===== src/rtl/mul_div_e.sv =====
// Iterative multiply/divide unit for the Execute stage.
// Holds the architectural HI/LO pair and takes 33 cycles per MULT/MULTU/DIV/DIVU.
module mul_div_e #(
    parameter int unsigned WIDTH = 32,
    parameter int unsigned CNT_W = 6
) (
    input  logic             clk,
    input  logic             reset,
    input  logic             StartE,
    input  logic [1:0]       MdOpE,
    input  logic [WIDTH-1:0] SrcAE,
    input  logic [WIDTH-1:0] SrcBE,
    input  logic             HiWriteE,
    input  logic             LoWriteE,
    input  logic             AbortE,
    output logic [WIDTH-1:0] HiE,
    output logic [WIDTH-1:0] LoE,
    output logic             BusyE,
    output logic             DoneE
);

    typedef enum logic [1:0] {StIdle, StRun, StFix} state_e;

    state_e             state;
    logic [CNT_W-1:0]   cnt;
    logic               op_div;
    logic               sign_q;
    logic               sign_r;
    logic               b_zero;
    logic [WIDTH-1:0]   raw_a;
    logic [WIDTH-1:0]   opnd;
    logic [WIDTH-1:0]   acc_hi;
    logic [WIDTH-1:0]   acc_lo;
    logic [WIDTH-1:0]   hi;
    logic [WIDTH-1:0]   lo;
    logic               done;

    logic               neg_a;
    logic               neg_b;
    logic [WIDTH-1:0]   abs_a;
    logic [WIDTH-1:0]   abs_b;
    logic [WIDTH:0]     mul_sum;
    logic [WIDTH:0]     div_shift;
    logic [WIDTH:0]     div_diff;
    logic [2*WIDTH-1:0] prod;
    logic [2*WIDTH-1:0] prod_fix;
    logic [WIDTH-1:0]   q_fix;
    logic [WIDTH-1:0]   r_fix;
    logic               last_iter;

    // MdOpE[0] clear means signed; magnitudes feed the unsigned datapath.
    always_comb begin
        neg_a     = !MdOpE[0] && SrcAE[WIDTH-1];
        neg_b     = !MdOpE[0] && SrcBE[WIDTH-1];
        abs_a     = neg_a ? -SrcAE : SrcAE;
        abs_b     = neg_b ? -SrcBE : SrcBE;
        mul_sum   = {1'b0, acc_hi} + (acc_lo[0] ? {1'b0, opnd} : '0);
        div_shift = {acc_hi, acc_lo[WIDTH-1]};
        div_diff  = div_shift - {1'b0, opnd};
        prod      = {acc_hi, acc_lo};
        prod_fix  = sign_q ? -prod : prod;
        q_fix     = sign_q ? -acc_lo : acc_lo;
        r_fix     = sign_r ? -acc_hi : acc_hi;
        last_iter = (cnt == CNT_W'(WIDTH - 1));
    end

    always_ff @(posedge clk) begin
        if (!reset) begin
            state  <= StIdle;
            cnt    <= '0;
            op_div <= 1'b0;
            sign_q <= 1'b0;
            sign_r <= 1'b0;
            b_zero <= 1'b0;
            raw_a  <= '0;
            opnd   <= '0;
            acc_hi <= '0;
            acc_lo <= '0;
            hi     <= '0;
            lo     <= '0;
            done   <= 1'b0;
        end else begin
            done <= 1'b0;
            unique case (state)
                StIdle: begin
                    if (HiWriteE) hi <= SrcAE;
                    if (LoWriteE) lo <= SrcAE;
                    if (StartE && !AbortE) begin
                        state  <= StRun;
                        cnt    <= '0;
                        op_div <= MdOpE[1];
                        raw_a  <= SrcAE;
                        b_zero <= (SrcBE == '0);
                        sign_q <= neg_a ^ neg_b;
                        sign_r <= neg_a;
                        acc_hi <= '0;
                        // Divide shifts the dividend out of acc_lo; multiply shifts the multiplier.
                        if (MdOpE[1]) begin
                            acc_lo <= abs_a;
                            opnd   <= abs_b;
                        end else begin
                            acc_lo <= abs_b;
                            opnd   <= abs_a;
                        end
                    end
                end
                StRun: begin
                    if (AbortE) begin
                        state <= StIdle;
                    end else begin
                        if (op_div) begin
                            acc_hi <= div_diff[WIDTH] ? div_shift[WIDTH-1:0] : div_diff[WIDTH-1:0];
                            acc_lo <= {acc_lo[WIDTH-2:0], ~div_diff[WIDTH]};
                        end else begin
                            acc_hi <= mul_sum[WIDTH:1];
                            acc_lo <= {mul_sum[0], acc_lo[WIDTH-1:1]};
                        end
                        cnt <= cnt + 1'b1;
                        if (last_iter) state <= StFix;
                    end
                end
                StFix: begin
                    state <= StIdle;
                    if (!AbortE) begin
                        done <= 1'b1;
                        if (!op_div) begin
                            {hi, lo} <= prod_fix;
                        end else if (b_zero) begin
                            hi <= raw_a;
                            lo <= '1;
                        end else begin
                            hi <= r_fix;
                            lo <= q_fix;
                        end
                    end
                end
                default: state <= StIdle;
            endcase
        end
    end

    assign HiE   = hi;
    assign LoE   = lo;
    assign BusyE = (state != StIdle);
    assign DoneE = done;

endmodule


===== config.mk =====
export PLATFORM = sky130hd
export DESIGN_NAME = mul_div_e
export DESIGN_NICKNAME = d
export VERILOG_FILES = /design/src/rtl/mul_div_e.sv
export SDC_FILE = /design/constraint.sdc
export NUM_CORES = 1
export LEC_CHECK = 0
export CAP_MARGIN = 40
export CORE_MARGIN = 3
export CORE_UTILIZATION = 50
export DETAILED_ROUTE_END_ITERATION = 16
export PLACE_DENSITY = 0.76
export SKIP_LAST_GASP = 1
export SYNTH_ARGS = -nofsm -noshare
export SYNTH_HDL_FRONTEND = slang
export SYNTH_SLANG_ARGS = --single-unit
export TNS_END_PERCENT = 10

===== constraint.sdc =====
create_clock -name clk -period 3.9 [get_ports clk]
set_input_delay 0.78 -clock clk [delete_from_list [all_inputs] [get_ports clk]]
set_output_delay 0.78 -clock clk [all_outputs]
set_load 0.05 [all_outputs]

==> results.json <==
{
  "critical_path_class": "flip-flop to flip-flop",
  "dieArea_mm2": 0.0351,
  "cts_sinks": 205,
  "grt_pass1_vias": 17300,
  "initial_utilization_pct": 51.4,
  "synth_most_common_cell": "nand2_1",
  "first_pass_iters": 7,
  "slowest_delay_ps": 580,
  "rsz0062_at_grt": "no",
  "design.core.area_mm2": 0.0320,
  "cp_slowest_cell": "or4_4",
  "synth_top_area_cell": "dfxtp_1",
  "grt.overflow.total": 0,
  "period_needed_ps": 3720,
  "drive_above_1_share_pct": 8.42,
  "synth_cells": 2275,
  "clockBufferDepth": 3,
  "cts_resized": 0,
  "pin_count": 138,
  "fill_cells": 2978,
  "antenna_cells": 0,
  "grt_pass1_wl_mm": 99.4,
  "critical_path_buf_inv_count": 0,
  "hold_buffers": 0,
  "syn_avg_cell_area_um2": 7.22,
  "yosysSeqAreaShare_pct": 25.0,
  "grt_use_total_pct": 35.4,
  "synth-edff-count": 0,
  "wl_met2_mm": 29.0,
  "slew_viol_final": 0,
  "cts_tree": "done",
  "vias_per_cell": 6.48,
  "yosysWarnings": 0,
  "nets": 2511,
  "status": "finished, final reports clean",
  "worstPathMaxFanout": 8,
  "r2r_setup_slack_ps": 180,
  "netlist_top_cells_count": "nand2_1, a21oi_1, dfxtp_1, nor2_1, o21ai_0",
  "cts_buffers": 24,
  "dp_hpwl_mm": 49.2,
  "ys.flop_type": "dfxtp_1",
  "whs_ps": 451,
  "fin_crit_sh_pct": 95.3,
  "maxUsedRoutingLayer": "met4",
  "gp_congestion": 1.01,
  "syn_to_final_growth_pct": 18.0,
  "hold_end": "LoE[20]",
  "grt_max_degree": 75,
  "final_cell_area_mm2": 0.0194,
  "cts_setup_buffers": 0,
  "power_density_mw_per_mm2": 333,
  "cp_top_family": "simple AND/OR/NAND/NOR gates",
  "cp-end-kind": "flip-flop",
  "max_cap_viol_count": 0,
  "htreeDepth": 1,
  "routed_wirelength_mm": 65.1,
  "antenna_found_initial": 0,
  "max_freq_mhz": 269,
  "tns_ps": 0,
  "reg2reg_depth": 10,
  "critPathMostFrequentCell": "or4_4",
  "drcViolationCount": 0,
  "min-delay-start": "LoE[20]",
  "synth_top_area_share_pct": 25.0,
  "placed_cell_area_mm2": 0.0185,
  "setup_viol": 0,
  "cp_num_cells": 10,
  "critPathLaunchType": "flip-flop",
  "clkSlewWorstSetupHoldPaths_ps": 60,
  "skew_ps": 19.0,
  "synthArstFlopShare_pct": 0,
  "worstHoldPathCells": 2,
  "max-vdd-ir-drop_uv": 391,
  "netlist_area_mm2": 0.0164,
  "cp_cell_sequence": "or4_4, or4_1, or3_1, or2_1, or3_4, or4_4, a21oi_1, a2111oi_0, nor2_1, nand2_1",
  "synthTopCellsByArea": "dfxtp_1, a21oi_1, xnor2_1",
  "drtAntennaViolNets": 0,
  "worst_slew_pin_slew_ps": 974,
  "drt_iter0_markers": 2288,
  "synth_cell_types": 73,
  "post_drt_wl_per_cell_um": 23.1,
  "power.leakage_nw": 7.59,
  "hold_viol_final": 0,
  "arrival_ps": 4140,
  "timing.rr.end": "HiE[31]",
  "die_w_um": 187,
  "route.met3.wl_mm": 6.59,
  "r2r-start": "acc_lo[3]",
  "relSlewSlack_pct": 35.1,
  "cts_root_buffer": "clkbuf_16",
  "met1Wirelength_mm": 25.8,
  "hp-class": "flip-flop to flip-flop",
  "clk-insertion-delay-late_ps": 540,
  "synth.net_count": 2418,
  "finalPower_mw": 6.46,
  "rows": 65,
  "required_ps": 4320,
  "synth_seq_cells": 205,
  "die_h_um": 187,
  "stdcell_count": 2821,
  "post-place-cells": 2777,
  "port_buffers": 137,
  "routed-via-count": 18300
}
==> cell type report <==
cell class,instances,area (um^2),share of cell area (%)
flip-flops and latches,205,4110,21.2
inverters,70,265,1.37
repair buffers,249,2210,11.4
clock buffers,30,653,3.37
clock inverters,14,215,1.11
well taps,435,544,2.81
multi-input cells,1818,11400,58.7
==> worst reg2reg max path, stage by stage, from the launching register on <==
cell	delay (ps)
dfxtp_1	390
or4_4	580
or4_1	460
or3_1	520
or2_1	380
or3_4	450
or4_4	430
a21oi_1	160
a2111oi_0	90
nor2_1	110
nand2_1	60
==> through the flow <==
step / worst slack [ps] / utilization, %
global placement: 168 / 57.8
CTS: 212 / 60.6
floorplan: 351 / -
detailed placement: 123 / 57.9
finish: 181 / 60.6
global route: 4.80 / 60.6
==> cell usage in the layout (no fill, tap or decap), types with 68 or more instances in the layout <==
cell,instances
nand2_1,280
xnor2_1,126
dfxtp_1,203
nor2_1,195
a21oi_1,263
o21ai_0,163
ha_1,69
inv_1,68
clkdlybuf4s50_1,135
buf_4,110
==> flip-flops by register name (all words and copies together) (netlist names) <==
| signal | count |
|---|---|
| DoneE | 1 |
| HiE | 32 |
| LoE | 32 |
| acc_hi | 32 |
| acc_lo | 32 |
| b_zero | 1 |
| cnt | 6 |
| op_div | 1 |
| opnd | 32 |
| raw_a | 32 |
| sign_q | 1 |
| sign_r | 1 |
| state | 2 |
==> metal layers <==
metal	global-route usage, %	vias to the layer above
li1	-	8396
met5	0	-
met1	45.5	8577
met3	7.68	227
met4	17.0	0
met2	56.7	1083
==> cell families (layout without fill, tap and decap cells) <==
logic type | count (synthesis) | count (layout) | share of synthesized area, %
simple gates | 745 | 745 | 20.9
mux | 75 | 75 | 4.66
flops | 205 | 205 | 25.0
fa+ha+maj | 71 | 71 | 5.50
buf+inv | 252 | 363 | 5.94
compound gates | 746 | 746 | 28.4
xor+xnor | 181 | 181 | 9.65
==> worst max-delay path by stage <==
stage	start	to	slack [ps]
after global routing	acc_lo[3]	HiE[31]	5
after global placement	SrcAE[12]	acc_lo[31]	170
after CTS	acc_lo[3]	HiE[31]	210
final	acc_lo[3]	HiE[31]	180
after detailed placement	SrcAE[11]	acc_lo[31]	120
after floorplan	acc_lo[11]	HiE[31]	350
==> report_power, final <==
group / internal, mW / switching [mW]
registers: 2.21 / 0.123
logic: 0.596 / 1.02
clock network: 1.52 / 0.988
(Power assumes the default switching activity.)
